`src/rtl/alu_rr_arbiter.sv`:
```
// alu_rr_arbiter
//   Shares one clocked ALU between two requesters using round-robin arbitration.
//   A request is accepted on a valid/ready handshake. The arbiter registers its
//   operands onto the ALU inputs and waits out the ALU latency. It then returns
//   the result and carry on a single response channel, tagged with the id of the
//   requester. An opcode above MAX_OP never reaches the ALU; it is answered with
//   an error response instead.
//
// Ports
//   clk, rst                   clock (rising edge), synchronous active-high reset
//   req0_valid/ready/a/b/op    requester 0 channel
//   req1_valid/ready/a/b/op    requester 1 channel
//   alu_a, alu_b, alu_op       registered operands/opcode driven to the ALU
//   alu_res, alu_cy            ALU result and carry
//   rsp_valid/ready            response handshake
//   rsp_id                     requester the response belongs to
//   rsp_data, rsp_carry        captured ALU result/carry (0 on error)
//   rsp_err                    illegal opcode, ALU not used
module alu_rr_arbiter #(
    parameter int unsigned     WIDTH   = 8,
    parameter int unsigned     OPW     = 4,
    parameter int unsigned     ALU_LAT = 1,
    parameter logic [OPW-1:0]  MAX_OP  = 4'hA
) (
    input  logic             clk,
    input  logic             rst,

    input  logic             req0_valid,
    output logic             req0_ready,
    input  logic [WIDTH-1:0] req0_a,
    input  logic [WIDTH-1:0] req0_b,
    input  logic [OPW-1:0]   req0_op,

    input  logic             req1_valid,
    output logic             req1_ready,
    input  logic [WIDTH-1:0] req1_a,
    input  logic [WIDTH-1:0] req1_b,
    input  logic [OPW-1:0]   req1_op,

    output logic [WIDTH-1:0] alu_a,
    output logic [WIDTH-1:0] alu_b,
    output logic [OPW-1:0]   alu_op,
    input  logic [WIDTH-1:0] alu_res,
    input  logic             alu_cy,

    output logic             rsp_valid,
    input  logic             rsp_ready,
    output logic             rsp_id,
    output logic [WIDTH-1:0] rsp_data,
    output logic             rsp_carry,
    output logic             rsp_err
);

    localparam int unsigned CW = (ALU_LAT < 1) ? 1 : $clog2(ALU_LAT + 1);

    typedef enum logic [1:0] {
        IDLE,
        EXEC,
        RESP
    } state_t;

    state_t          state;
    logic            prio;
    logic [CW-1:0]   cnt;

    logic            sel;
    logic            sel_valid;
    logic            accept;
    logic [WIDTH-1:0] sel_a;
    logic [WIDTH-1:0] sel_b;
    logic [OPW-1:0]   sel_op;

    // The priority requester wins when it is valid. Otherwise the other one
    // takes the slot, so a lone requester never waits on prio.
    always_comb begin
        sel = prio;
        if (prio) begin
            if (!req1_valid && req0_valid) sel = 1'b0;
        end else begin
            if (!req0_valid && req1_valid) sel = 1'b1;
        end
        sel_valid  = sel ? req1_valid : req0_valid;
        accept     = (state == IDLE) && sel_valid;
        req0_ready = (state == IDLE) && !sel && req0_valid;
        req1_ready = (state == IDLE) &&  sel && req1_valid;
        sel_a      = sel ? req1_a  : req0_a;
        sel_b      = sel ? req1_b  : req0_b;
        sel_op     = sel ? req1_op : req0_op;
    end

    always_ff @(posedge clk) begin
        if (rst) begin
            state     <= IDLE;
            prio      <= 1'b0;
            cnt       <= '0;
            alu_a     <= '0;
            alu_b     <= '0;
            alu_op    <= '0;
            rsp_valid <= 1'b0;
            rsp_id    <= 1'b0;
            rsp_data  <= '0;
            rsp_carry <= 1'b0;
            rsp_err   <= 1'b0;
        end else begin
            case (state)
                IDLE: begin
                    if (accept) begin
                        rsp_id <= sel;
                        prio   <= ~sel;
                        if (sel_op > MAX_OP) begin
                            // Illegal opcode: answer at once and leave the ALU inputs alone.
                            rsp_err   <= 1'b1;
                            rsp_data  <= '0;
                            rsp_carry <= 1'b0;
                            rsp_valid <= 1'b1;
                            state     <= RESP;
                        end else begin
                            alu_a  <= sel_a;
                            alu_b  <= sel_b;
                            alu_op <= sel_op;
                            cnt    <= CW'(ALU_LAT);
                            state  <= EXEC;
                        end
                    end
                end
                EXEC: begin
                    // The extra cycle spent at cnt==0 covers the ALU input register
                    // stage, so the result is sampled ALU_LAT+1 cycles after launch.
                    if (cnt == '0) begin
                        rsp_data  <= alu_res;
                        rsp_carry <= alu_cy;
                        rsp_err   <= 1'b0;
                        rsp_valid <= 1'b1;
                        state     <= RESP;
                    end else begin
                        cnt <= cnt - 1'b1;
                    end
                end
                RESP: begin
                    if (rsp_ready) begin
                        rsp_valid <= 1'b0;
                        state     <= IDLE;
                    end
                end
                default: state <= IDLE;
            endcase
        end
    end

endmodule

```
`config.mk`:
```
export PLATFORM = sky130hd
export DESIGN_NAME = alu_rr_arbiter
export DESIGN_NICKNAME = d
export VERILOG_FILES = /design/src/rtl/alu_rr_arbiter.sv
export SDC_FILE = /design/constraint.sdc
export NUM_CORES = 1
export LEC_CHECK = 0
export ABC_AREA = 1
export CORE_UTILIZATION = 40
export DETAILED_ROUTE_END_ITERATION = 8
export PLACE_DENSITY = 0.8
export SYNTH_ARGS = -nofsm -noshare
export SYNTH_HDL_FRONTEND = slang
export SYNTH_SLANG_ARGS = --single-unit
```
`constraint.sdc`:
```
create_clock -name clk -period 1.8 [get_ports clk]
set_clock_uncertainty 0.05 [all_clocks]
set_input_delay 0.18 -clock clk [delete_from_list [all_inputs] [get_ports clk]]
set_output_delay 0.18 -clock clk [all_outputs]
set_load 0.02 [all_outputs]
```
* Word-level counts from Yosys, hierarchy flattened
Cells that the tools add are included.
** Storage, ports and cells
- Register bits after elaboration :: 36
- Bits in latches :: 0
- Bits in writable memories :: 0
- Memory bits (read-only) :: 0
- Bits of input ports :: 54
- Output and inout bits :: 34
- Logic and storage cells :: 72
- Memories kept :: 0
** Operators by class
- $add $sub $neg :: 1
- Multiply operators :: 0
- Div/mod/pow operators :: 0
- Magnitude comparators :: 1
- Equal/unequal tests :: 7
- Shift-type cells :: 0
- Mux-type cells :: 31
- Bitwise operators :: 2
- Reductions and logical operators :: 19
** Operators by type and width (number)
- $mux 8 :: 5
- $pmux 8 s2 :: 1
- $mux 1 :: 15
- $reduce_and 3->1 :: 3
- $mux 2 :: 4
- $ne 2x2->1 const B :: 4
- $logic_and 1x1->1 :: 7
- $pmux 1 s2 :: 3
- $pmux 2 s3 :: 1
- $reduce_and 5->1 :: 1
- $gt 4x4->1 const B :: 1
- $mux 4 :: 1
- $reduce_and 4->1 :: 1
- $logic_not 1->1 :: 3
- $pmux 1 s3 :: 1
- $reduce_bool 3->1 :: 1
- $eq 2x1->1 const B :: 1
- $eq 2x2->1 const B :: 1
- $logic_not 2->1 :: 1
- $ne 2x1->1 const B :: 1
- $not 1->1 :: 2
- $reduce_and 2->1 :: 1
- $reduce_bool 2->1 :: 1
- $sub 1x1->1 const B :: 1

* Logic depth before layout (Yosys ltp)
- Depth after elaboration :: 9
- Mapped depth :: 13
- Depth with buffers taken out :: 13

* Least setup slack after synthesis
Ideal clock, no wire load.
- Kind :: reg2reg
- Start :: register prio
- End :: register alu_a[0]
- Library setup time :: 0.113 ns
- Arrival time :: 1.267 ns
- Data required time :: 1.637 ns
- Setup slack :: 0.369 ns
- Stages on the path, launching flop included :: 9
- Buffers on the path :: 2
- Period minus slack after synthesis :: 1.431 ns
- Cells stage by stage :: dfxtp_1 > nand2_1 > nand2_2 > nand2_4 > buf_6 > buf_6 > mux2_4 > o21ai_1 > nor2_1
** On the way
- Longest elaborated chain between the ends :: 5
- Elaborated cells between the ends (all ways) :: 8
- Classes of those cells :: order compare (1); mux (4); bitwise (1); reduce/logical (2)
** Ends and longest elaborated chain
- start, declared :: line 63 : logic prio;
- start signal, assigned :: line 109 : prio <= ~sel;
- $mux 1 (*) :: line 77 : if (prio) begin
- $mux 4 :: line 88 : sel_op = sel ? req1_op : req0_op;
- $gt 4x4->1 :: line 110 : if (sel_op > MAX_OP) begin
- $not 1->1 (no line)
- $reduce_and 3->1 (no line)
- end signal, assigned :: line 118 : alu_a <= sel_a;
- end, declared :: line 40 : output logic [WIDTH-1:0] alu_a,
Mark *: on every way between the ends. The rest lies on a longest branch, timed or not.
A chain may end at the register's enable or synchronous reset.

* Worst setup path after layout
- Start :: register prio
- End :: register alu_b[0]
** On the way
- Longest elaborated chain between the ends :: 5
- Elaborated cells between the ends (all ways) :: 8
- Classes of those cells :: order compare (1); mux (4); bitwise (1); reduce/logical (2)
** Ends and longest elaborated chain
- $mux 1 (*) :: line 77
- $mux 4 :: line 88
- $gt 4x4->1 :: line 110
- $not 1->1 (no line)
- $reduce_and 3->1 (no line)
- end signal, assigned :: line 119 : alu_b <= sel_b;
- end, declared :: line 41 : output logic [WIDTH-1:0] alu_b,
Marks and branches as above.

==> out/results.tsv <==
stage	metric	value	unit
status	status	complete, no violations	
route	first-pass iteration count of the detailed router	4	
power	power per cell area	1159	nW/um^2
sta	worst rel slew slack	49.02	%
global_route	vias in the first global route	1684	
finish	synthesis-to-finish area growth	64.90	%
setup_path	reg2reg setup slack	0.09	ns
synthesis	Post-Syn Area	1789	sq um
setup_path	critical path capture point type	flip-flop	
floorplan	I/O Pins	88	
clocking	clock-pin slew on the worst setup and hold paths	0.07	ns
global_route	GR Overflow Total	0	
sta	minimum clock period	1.712	ns
floorplan	Starting Density	43.18	%
clocking	CTS Buf Count	5	
synthesis	xor and xnor area share after synthesis	0	%
sta	Hold Fails Final Rpt	0	
route	Detailed Route Iter0 Violations	72	
worst_hold_path	Hold Path Depth	6	
synthesis	largest area contributor in the netlist	dfxtp_1	
synthesis	top post-synthesis cells by area	dfxtp_1 40%, nor2_1 11%, nand2_1 7.3%	
setup_path	cell breakdown of the critical path	nand2_1 -> nand2_2 -> nand2_4 -> buf_4 -> o21ai_2 -> nand2_2 -> nand2_4 -> nand2_4 -> buf_4 -> o21ai_0 -> nor2_1	
synthesis	Compound-Gate Fraction of Synth Area	11.47	%
synthesis	FF+latch count, synth	36	
sta	Setup TNS Final	0	ns
sta	Setup-failing EPs final	0	
finish	final non-filler cell total	385	
synthesis	top cell type's share of synthesized area	40.28	%
floorplan	Core Box Area	4144	sq um
place	number of I/O port buffers	87	
floorplan	die extent in y	68.88	um
clocking	Longest Clk Path Bufs	2	
finish	share of cells above drive strength 1	21.19	%
worst_hold_path	HP Start	req1_valid	
synthesis	sequential area share after synthesis	40.28	%
global_route	pin count of the biggest net entering global routing	28	
route	DRC viols	0	
clocking	Root Driver	clkbuf_8	
clocking	H-Tree Depth	2	
setup_path	most used cell, CP	nand2_4	
setup_path	Worst path slowest cell	dfxtp_2	
synthesis	synthesized area per cell	7.813	sq um
synthesis	largest family of logic cells by synthesized area	simple AND/OR/NAND/NOR gates	
setup_path	Worst R2R Path Depth	11	
route	final wirelength	4.713	mm
setup_path	startpoint types	flip-flop	
setup_path	Largest stage delay, worst path	0.35	ns
clocking	CTS Hold Bufs	0	
route	Final ANT Viol Nets	0	
place	routability cong.	0.7823	
synthesis	most numerous cell in the Yosys netlist	nor2_1	
synthesis	top cells by count, synth	51 x nor2_1, 36 x dfxtp_1, 35 x nand2_1	
synthesis	Mapped Nets	283	
synthesis	Synth Area in Simple Gates	28.32	%
power	leakage power	0.001277	uW
synthesis	Netlist cell types	22	
setup_path	Buf/Inv on CP	2	
finish	Fillers	347	
route	vias	1826	
global_route	global-route wire length before repair	7.162	mm
sta	Final period util	95.12	%
floorplan	die area	4744	sq um
synthesis	total number of yosys warnings	0	
synthesis	Synth Instances	229	
setup_path	FF-to-FF End	alu_b[0]	
worst_hold_path	Hold/Removal Path Class	in -> reg	
setup_path	critical register-to-register path startpoint	prio	
synthesis	Adder-Cell Fraction of Synth Area	0	%
floorplan	# rows	23	
sta	fmax	584.1	MHz
sta	Final Max Slew Viols	0	
finish	# diodes	0	
clocking	Skew-Pair Late Insertion Delay	0.29	ns
synthesis	ys async rst share	0	%
setup_path	CP Class	reg -> reg	
route	Avg WL per Cell	12.24	um
sta	Least-Margin Pin Slew	0.7639	ns
global_route	GRT Total Usage	20.62	%
place	hpwl dp	3.500	mm
route	Vias per Instance	4.743	
power	Worst VDD drop	0.6617	mV
floorplan	Die X	68.88	um
setup_path	Top delay family on crit path	simple AND/OR/NAND/NOR gates	
place	placed cells	373	
synthesis	Synth Flop Type	dfxtp_1	
job	max cap viols	0	
worst_hold_path	worst hold endpoint	prio	
clocking	CTS tree	done	
global_route	initial antenna violation count	0	
synthesis	number of synthesized flops with an enable pin	0	
synthesis	mux cell area share after synthesis	11.75	%
setup_path	crit path DAT	1.85	ns
setup_path	Critical Path RT	1.94	ns
finish	Nets	388	
setup_path	critical path peak fanout	8	
clocking	Clock Sinks	36	
==> cell usage in the layout (no fill, tap or decap), drive strengths merged, types with 2 or more instances in the layout <==
master | synthesis | final
clkdlybuf4s50 | 0 | 84
nor2 | 54 | 54
nand2 | 45 | 45
dfxtp | 36 | 36
buf | 9 | 22
o21ai | 21 | 21
a21oi | 17 | 17
mux2 | 16 | 16
nand3 | 14 | 14
inv | 13 | 13
clkbuf | 2 | 6
clkinv | 1 | 2
==> how the worst max path moves through the flow <==
stage | endpoint | slack [ns] | from | cells past startpoint
2_1_floorplan | alu_a[0] | 0.37 | prio | 8
3_3_place_gp | alu_b[7] | -0.17 | req1_valid | 11
3_5_place_dp | alu_a[7] | -0.21 | req1_valid | 11
4_1_cts | req0_ready | 0.07 | req0_valid | 8
5_1_grt | alu_b[0] | -0.02 | prio | 11
6_report | alu_b[0] | 0.09 | prio | 11
==> cell type report <==
type	count	area (sq um)	share of cell area [%]
timing repair buffer	109	1062	36.01
inverter	14	53.80	1.824
multi-input combinational	168	938.4	31.81
sequential	36	721.9	24.47
tap	50	62.56	2.120
clock inverter	3	42.54	1.442
clock buffer	5	68.82	2.332
==> tightest hold or removal path: stages <==
cell            delay [ns]
dlymetal6s2s_1        0.14
nor2_2                0.07
inv_1                 0.05
nand2_1               0.09
nand2_1               0.07
a21oi_1               0.06
==> stage by stage <==
step	setup slack (ns)	hold WS (ns)	power, uW	util (%)	instance area [sq um]
2_1_floorplan	0.3693	0.3410	1994	-	1789
3_3_place_gp	-0.1692	0.3908	2640	67.33	2790
3_5_place_dp	-0.2068	0.3997	2679	67.33	2790
4_1_cts	0.06609	0.4115	3394	69.96	2899
5_1_grt	-0.02289	0.4239	3626	71.20	2950
6_report	0.08792	0.3562	3418	71.20	2950
==> cells by family after synthesis <==
| kind of cell | Yosys count |
|---|---|
| buf+inv | 25 |
| mux | 16 |
| simple gates | 114 |
| flops | 36 |
| compound gates | 38 |
==> what timing repair did <==
| action | 4_1_cts | 5_1_grt |
|---|---|---|
| buffers inserted | 0 | 4 |
| gates resized for setup | 2 | 19 |
| pin swaps | 0 | 3 |
| setup endpoints to repair | 2 | 23 |
==> registers in the layout, summed over array words and instances (netlist names) <==
signal / flops
alu_a: 8
cnt: 1
state: 2
rsp_valid: 1
prio: 1
rsp_err: 1
alu_b: 8
alu_op: 4
rsp_id: 1
rsp_data: 8
rsp_carry: 1
==> layer usage <==
layer,routed length [um],GRT usage (%),up-vias
li1,-,-,949
met1,1961,23.09,822
met2,2415,36.53,50
met3,295,6.579,5
met4,41,6.888,0
met5,0,0,-
==> where the power goes <==
part,switching (uW),leakage [uW],internal [uW]
Clock,309,0.0000541,410
Sequential,97.0,0.000298,979
Combinational,820,0.000925,803
Total,1230,0.00128,2190
Power figures use the tool's default switching activity.
